`src/rtl/dram_axi_master.sv`:
```
// ----------------------------------------------------------------------------
// dram_axi_master
//
// Converts single-word CPU-side DRAM requests into single-beat AXI4
// transactions towards the MIG AXI slave port. A write request becomes
// AW+W followed by B; a read request becomes AR followed by R. Only one
// transaction is in flight at a time. New requests are ignored while
// dram_busy is high.
//
// Ports:
//   clk_axi, rstn_axi         clock (rising edge) and async active-low reset
//   dram_oe                   request strobe
//   dram_addr                 byte address, bits [1:0] ignored
//   dram_wdata, dram_we       write word and byte enables (we==0 -> read)
//   dram_rdata, dram_valid    read word and its one-cycle valid pulse
//   dram_busy                 high while a transaction is in flight
//   dram_err                  one-cycle pulse on a nonzero bresp/rresp
//   S_AXI_*                   AXI4 master interface (single beat, 32-bit size)
// ----------------------------------------------------------------------------
module dram_axi_master #(
    parameter int DATA_WIDTH = 128,
    parameter int ADDR_WIDTH = 32
) (
    input  logic                    clk_axi,
    input  logic                    rstn_axi,

    input  logic                    dram_oe,
    input  logic [31:0]             dram_addr,
    input  logic [31:0]             dram_wdata,
    input  logic [3:0]              dram_we,
    output logic [31:0]             dram_rdata,
    output logic                    dram_valid,
    output logic                    dram_busy,
    output logic                    dram_err,

    output logic                    S_AXI_awid,
    output logic [ADDR_WIDTH-1:0]   S_AXI_awaddr,
    output logic [7:0]              S_AXI_awlen,
    output logic [2:0]              S_AXI_awsize,
    output logic [1:0]              S_AXI_awburst,
    output logic                    S_AXI_awlock,
    output logic [3:0]              S_AXI_awcache,
    output logic [2:0]              S_AXI_awprot,
    output logic [3:0]              S_AXI_awqos,
    output logic [3:0]              S_AXI_awregion,
    output logic                    S_AXI_awvalid,
    input  logic                    S_AXI_awready,

    output logic [DATA_WIDTH-1:0]   S_AXI_wdata,
    output logic [DATA_WIDTH/8-1:0] S_AXI_wstrb,
    output logic                    S_AXI_wlast,
    output logic                    S_AXI_wvalid,
    input  logic                    S_AXI_wready,

    input  logic                    S_AXI_bid,
    input  logic [1:0]              S_AXI_bresp,
    input  logic                    S_AXI_bvalid,
    output logic                    S_AXI_bready,

    output logic                    S_AXI_arid,
    output logic [ADDR_WIDTH-1:0]   S_AXI_araddr,
    output logic [7:0]              S_AXI_arlen,
    output logic [2:0]              S_AXI_arsize,
    output logic [1:0]              S_AXI_arburst,
    output logic                    S_AXI_arlock,
    output logic [3:0]              S_AXI_arcache,
    output logic [2:0]              S_AXI_arprot,
    output logic [3:0]              S_AXI_arqos,
    output logic [3:0]              S_AXI_arregion,
    output logic                    S_AXI_arvalid,
    input  logic                    S_AXI_arready,

    input  logic                    S_AXI_rid,
    input  logic [DATA_WIDTH-1:0]   S_AXI_rdata,
    input  logic [1:0]              S_AXI_rresp,
    input  logic                    S_AXI_rlast,
    input  logic                    S_AXI_rvalid,
    output logic                    S_AXI_rready
);

    localparam int LANES  = DATA_WIDTH / 32;
    localparam int STRB_W = DATA_WIDTH / 8;
    localparam int LANE_W = (LANES > 1) ? $clog2(LANES) : 1;

    typedef enum logic [2:0] {
        IDLE,
        WR,
        WR_RESP,
        RD_ADDR,
        RD_DATA
    } state_t;

    state_t                  state, state_d;
    logic [ADDR_WIDTH-1:0]   addr_q, addr_d;
    logic [DATA_WIDTH-1:0]   wdata_q, wdata_d;
    logic [STRB_W-1:0]       wstrb_q, wstrb_d;
    logic                    awvalid_d, wvalid_d, bready_d, arvalid_d, rready_d;
    logic [31:0]             rdata_d;
    logic                    valid_d, err_d;
    logic [LANE_W-1:0]       wr_lane, rd_lane;
    logic                    aw_done, w_done;
    logic                    unused_ok;

    // Fixed single-beat INCR attributes: one 32-bit beat per transaction.
    assign S_AXI_awid     = 1'b0;
    assign S_AXI_awlen    = 8'd0;
    assign S_AXI_awsize   = 3'b010;
    assign S_AXI_awburst  = 2'b01;
    assign S_AXI_awlock   = 1'b0;
    assign S_AXI_awcache  = 4'b0011;
    assign S_AXI_awprot   = 3'b000;
    assign S_AXI_awqos    = 4'd0;
    assign S_AXI_awregion = 4'd0;
    assign S_AXI_wlast    = 1'b1;
    assign S_AXI_arid     = 1'b0;
    assign S_AXI_arlen    = 8'd0;
    assign S_AXI_arsize   = 3'b010;
    assign S_AXI_arburst  = 2'b01;
    assign S_AXI_arlock   = 1'b0;
    assign S_AXI_arcache  = 4'b0011;
    assign S_AXI_arprot   = 3'b000;
    assign S_AXI_arqos    = 4'd0;
    assign S_AXI_arregion = 4'd0;

    // The latched address drives both address channels; only one is valid.
    assign S_AXI_awaddr = addr_q;
    assign S_AXI_araddr = addr_q;
    assign S_AXI_wdata  = wdata_q;
    assign S_AXI_wstrb  = wstrb_q;

    // Lane of the 32-bit word inside the wide data bus.
    if (LANES > 1) begin : g_lane
        assign wr_lane = dram_addr[LANE_W+1:2];
        assign rd_lane = addr_q[LANE_W+1:2];
    end else begin : g_no_lane
        assign wr_lane = '0;
        assign rd_lane = '0;
    end

    // A handshake is done if it completed earlier (valid already dropped)
    // or completes on this edge.
    assign aw_done = !S_AXI_awvalid || S_AXI_awready;
    assign w_done  = !S_AXI_wvalid  || S_AXI_wready;

    // Inputs that carry no information for single-ID, single-beat traffic.
    assign unused_ok = &{1'b0, dram_addr[1:0], S_AXI_rlast, S_AXI_bid, S_AXI_rid};

    always_comb begin
        // NOTE: every signal gets its hold value first so no path leaves it
        // unassigned, which would otherwise infer a latch.
        state_d   = state;
        addr_d    = addr_q;
        wdata_d   = wdata_q;
        wstrb_d   = wstrb_q;
        awvalid_d = S_AXI_awvalid;
        wvalid_d  = S_AXI_wvalid;
        bready_d  = S_AXI_bready;
        arvalid_d = S_AXI_arvalid;
        rready_d  = S_AXI_rready;
        rdata_d   = dram_rdata;
        valid_d   = 1'b0;
        err_d     = 1'b0;

        unique case (state)
            IDLE: begin
                if (dram_oe) begin
                    addr_d  = {dram_addr[ADDR_WIDTH-1:2], 2'b00};
                    wdata_d = {LANES{dram_wdata}};
                    wstrb_d = '0;
                    wstrb_d[3:0] = dram_we;
                    wstrb_d = wstrb_d << {wr_lane, 2'b00};
                    if (dram_we != 4'd0) begin
                        awvalid_d = 1'b1;
                        wvalid_d  = 1'b1;
                        state_d   = WR;
                    end else begin
                        arvalid_d = 1'b1;
                        state_d   = RD_ADDR;
                    end
                end
            end
            WR: begin
                if (S_AXI_awvalid && S_AXI_awready) awvalid_d = 1'b0;
                if (S_AXI_wvalid && S_AXI_wready)   wvalid_d  = 1'b0;
                if (aw_done && w_done) begin
                    bready_d = 1'b1;
                    state_d  = WR_RESP;
                end
            end
            WR_RESP: begin
                if (S_AXI_bvalid) begin
                    bready_d = 1'b0;
                    err_d    = (S_AXI_bresp != 2'b00);
                    state_d  = IDLE;
                end
            end
            RD_ADDR: begin
                if (S_AXI_arready) begin
                    arvalid_d = 1'b0;
                    rready_d  = 1'b1;
                    state_d   = RD_DATA;
                end
            end
            RD_DATA: begin
                if (S_AXI_rvalid) begin
                    rdata_d  = S_AXI_rdata[{rd_lane, 5'b00000} +: 32];
                    valid_d  = 1'b1;
                    err_d    = (S_AXI_rresp != 2'b00);
                    rready_d = 1'b0;
                    state_d  = IDLE;
                end
            end
            default: state_d = IDLE;
        endcase
    end

    // NOTE: sequential state uses non-blocking assignments so every register
    // samples the pre-edge values regardless of statement order.
    always_ff @(posedge clk_axi or negedge rstn_axi) begin
        if (!rstn_axi) begin
            state         <= IDLE;
            addr_q        <= '0;
            wdata_q       <= '0;
            wstrb_q       <= '0;
            S_AXI_awvalid <= 1'b0;
            S_AXI_wvalid  <= 1'b0;
            S_AXI_bready  <= 1'b0;
            S_AXI_arvalid <= 1'b0;
            S_AXI_rready  <= 1'b0;
            dram_rdata    <= '0;
            dram_valid    <= 1'b0;
            dram_err      <= 1'b0;
            dram_busy     <= 1'b0;
        end else begin
            state         <= state_d;
            addr_q        <= addr_d;
            wdata_q       <= wdata_d;
            wstrb_q       <= wstrb_d;
            S_AXI_awvalid <= awvalid_d;
            S_AXI_wvalid  <= wvalid_d;
            S_AXI_bready  <= bready_d;
            S_AXI_arvalid <= arvalid_d;
            S_AXI_rready  <= rready_d;
            dram_rdata    <= rdata_d;
            dram_valid    <= valid_d;
            dram_err      <= err_d;
            dram_busy     <= (state_d != IDLE);
        end
    end

endmodule

```
`config.mk`:
```
export PLATFORM = sky130hd
export DESIGN_NAME = dram_axi_master
export DESIGN_NICKNAME = d
export VERILOG_FILES = /design/src/rtl/dram_axi_master.sv
export SDC_FILE = /design/constraint.sdc
export NUM_CORES = 1
export LEC_CHECK = 0
export BUFFER_PORTS_ARGS = -buffer_cell sky130_fd_sc_hd__buf_4
export CAP_MARGIN = 20
export CORE_AREA = 2 2 201 203
export CTS_CLUSTER_DIAMETER = 120
export CTS_CLUSTER_SIZE = 25
export DETAILED_ROUTE_END_ITERATION = 12
export DIE_AREA = 0 0 203 205
export GPL_TIMING_DRIVEN = 1
export HOLD_SLACK_MARGIN = 0.05
export PLACE_DENSITY = 0.4
export SETUP_SLACK_MARGIN = 0.4
export SLEW_MARGIN = 20
export SYNTH_ARGS = -nofsm -noshare
export SYNTH_HDL_FRONTEND = slang
export SYNTH_SLANG_ARGS = --single-unit
```
`constraint.sdc`:
```
create_clock -name clk_axi -period 2 [get_ports clk_axi]
set_input_delay 0.3 -clock clk_axi [delete_from_list [all_inputs] [get_ports clk_axi]]
set_output_delay 0.3 -clock clk_axi [all_outputs]
set_load 0.05 [all_outputs]
```
==> results.rst <==
.. list-table::
   :header-rows: 1

   * - Metric
     - Value
   * - Post-route ant nets
     - 0
   * - Endpoint of the most critical setup path
     - dram_rdata[13]
   * - Global Route met3 Usage
     - 3.898%
   * - Final Non-Filler Cells
     - 1,582
   * - Clock H-tree levels
     - 4
   * - Startpoint class of the critical path
     - flop
   * - Inst Count DP
     - 1,510
   * - Vias in the first global route
     - 5,760
   * - Clock tree buffer depth
     - 2
   * - Critical path class
     - flop to flop
   * - Origin of the critical flop-to-flop path
     - S_AXI_araddr[2]
   * - Commonest non-fill, non-tap cells in the layout
     - buf_4, nand2_1, dfrtp_1
   * - Class of the tightest hold or removal check
     - primary input to flop
   * - Number of antenna violations at the first check in global routing
     - 2
   * - Routability congestion estimate from global placement
     - 0.7353
   * - Slowest stage delay, CP
     - 560 ps
   * - Time the final worst path needs with I/O delays and setup
     - 1594 ps
   * - Most used DFF post-synth
     - dfrtp_1
   * - Final Hold Fails
     - 0
   * - CTS tree
     - built
   * - Minimum setup slack among reg-to-reg paths
     - 410 ps
   * - Effective utilization at floorplan
     - 17.76%
   * - Hold slack
     - 78.75 ps
   * - Largest net degree at the start of global routing
     - 54
   * - Layout cell share with drive strength beyond 1
     - 53.98%
   * - Via density
     - 3.621
   * - Router iterations before antenna repair
     - 5
   * - Synth warn
     - 0
   * - Gate count after technology mapping
     - 682
   * - Initial drt markers
     - 144
   * - Max Transition Viols Final
     - 0
   * - CTS root buf
     - clkbuf_16
   * - Area growth syn-to-layout
     - 56.00%
   * - DRC violations left
     - 0
   * - Worst reg2reg endpoint
     - dram_rdata[13]
   * - Area of the mapped netlist
     - 6993 um2
   * - Count of endpoints failing setup in the final report
     - 0
   * - Number of nets at the end of the flow
     - 1,255
   * - Register bit total from synthesis
     - 121
   * - Most Crowded Layer GR
     - met2
   * - Full die area
     - 41,620 um2
   * - Worst EP arrival
     - 1900 ps
   * - Post-synth ARST share
     - 100.0%
   * - Syn avg cell area
     - 10.25 um2
   * - Startpoint of the most critical setup path
     - S_AXI_araddr[2]
   * - Buffers added on ports
     - 449
   * - Via count of the routed design
     - 5,728
   * - Final setup skew
     - 5.986 ps
   * - Num rows
     - 73
   * - Total negative slack
     - 0 ps
   * - Total length of routed wires
     - 27.32 mm
   * - Chip width
     - 203 um
   * - Worst Tran Pin Value
     - 628.7 ps
   * - Number of sinks handled by clock tree synthesis
     - 121
   * - Library cell contributing the largest single delay on the critical path
     - mux4_2
   * - Floorplan die height
     - 205 um
   * - Portion of the post-synthesis area used by sequential elements
     - 43.30%
   * - Endpoint kind of the worst setup timing path
     - flop
   * - Overall Global Routing Usage
     - 12.42%
   * - Max capacitance violation total
     - 0
   * - GR met2 Demand/Resource
     - 23.91%
   * - Crit-path cells
     - buf_12, mux4_2, mux2_4
   * - Average routed wire per standard cell
     - 17.27 um
   * - Number of CTS-inserted buffers
     - 17
   * - Worst skew pair latency
     - 420 ps
   * - Count of different cell masters after synthesis
     - 32
   * - Worst slew slack as a fraction of its limit
     - 58.00%
   * - Post-detailed-placement half-perimeter wirelength
     - 21.00 mm
   * - GR met1 Demand/Resource
     - 13.10%
   * - Commonest non-fill, non-tap cell in the layout
     - buf_4
   * - Global-route congestion overflow total
     - 0
   * - Unrepaired setup endpoints after global routing
     - yes
   * - Count of flip-flops with a built-in enable after synthesis
     - 0
   * - Run status
     - finished clean
   * - Crit share post-route
     - 79.71%
   * - Crit path required time
     - 2300 ps
   * - R2r worst-path depth
     - 3
   * - Top achievable clock speed
     - 627.3 MHz
   * - Wire length of the first global-routing pass
     - 37.41 mm
   * - Hold path startpoint
     - dram_addr[19]
   * - Crit-path max FO
     - 16
   * - Clock-pin slew of the registers on the worst-case setup and hold paths
     - 60 ps
   * - Number of primary I/O pins
     - 520
   * - Core Footprint
     - 39,370 um2
[cell usage after synthesis (2+ instances only)]
cell type / n / share of area, %
inv_1: 5 / 0.27
mux2_2: 5 / 0.81
nand3_1: 17 / 1.2
o21ai_0: 7 / 0.50
dfrtp_1: 121 / 43
buf_4: 192 / 21
buf_6: 8 / 1.3
mux2_4: 27 / 5.8
conb_1: 2 / 0.11
buf_2: 12 / 0.86
nor2_1: 6 / 0.32
a2bb2oi_1: 2 / 0.25
nand2_1: 219 / 12
clkbuf_1: 9 / 0.48
mux4_2: 32 / 10
nor2b_1: 2 / 0.18
[sequential cells by signal (all words and copies together), names as in the netlist]
register	cells
S_AXI_wdata	32
dram_rdata	32
S_AXI_araddr	30
S_AXI_wstrb	16
state	3
S_AXI_arvalid	1
S_AXI_awvalid	1
S_AXI_bready	1
S_AXI_rready	1
S_AXI_wvalid	1
dram_busy	1
dram_err	1
dram_valid	1
[cell type report]
cell class | instances | area [um2]
Timing Repair Buffer | 501 | 4026
Clock buffer | 18 | 429.2
Multi-Input combinational cell | 398 | 2565
Clock inverter | 13 | 178.9
Fill cell | 4212 | 28460
Antenna cell | 1 | 2.502
Sequential cell | 121 | 3032
Tap cell | 525 | 656.9
Inverter | 5 | 18.77
[kinds of logic (layout without fill, tap and decap cells)]
logic type / count (synthesis) / after routing / synth area share [%]
and+or+nand+nor: 252 / 252 / 14.53
buffers and inverters: 226 / 537 / 23.51
DFF: 121 / 121 / 43.30
muxes: 65 / 65 / 17.05
AOI/OAI and AO/OA: 16 / 16 / 1.503
other: 2 / 66 / 0.1074
[worst min path at each step]
stage,depth (start not counted),end
floorplan,0,S_AXI_araddr[10]
global route,3,S_AXI_araddr[28]
CTS,3,S_AXI_araddr[25]
global placement,1,dram_valid
finish,3,S_AXI_araddr[19]
detailed placement,1,dram_valid
[per-stage QoR]
| stage | worst slack [ps] | utilization, % | cell area, um2 |
|---|---|---|---|
| global route | 336.6 | 27.71 | 10910 |
| global placement | 349.1 | 24.94 | 9817 |
| floorplan | 268.3 | - | 7247 |
| CTS | 350.0 | 27.54 | 10840 |
| detailed placement | 339.8 | 24.94 | 9817 |
| finish | 405.8 | 27.71 | 10910 |
[timing repair]
| action | 4_1_cts | 5_1_grt |
|---|---|---|
| endpoints found under the hold margin | 65 | 0 |
| endpoints found under the setup margin | 40 | 91 |
| pin swaps | 1 | 0 |
| hold buffers | 33 | 0 |
| gates cloned | 2 | 2 |
| resized for setup | 5 | 2 |
| buffers inserted | 2 | 1 |
[layer usage]
metal,vias up,share of wire [%]
met1,2711,36
met5,-,0.044
li1,2688,-
met3,8,8.2
met4,2,0.65
met2,319,56
[worst max-delay path, delay by kind of cell (launching register included)]
kind | cells | cell delay (ps)
mux | 2 | 830
flops | 1 | 430
buf+inv | 1 | 210
Power is not shown: default switching activity piles up to over one toggle a cycle in this logic, so the estimate is an artifact.
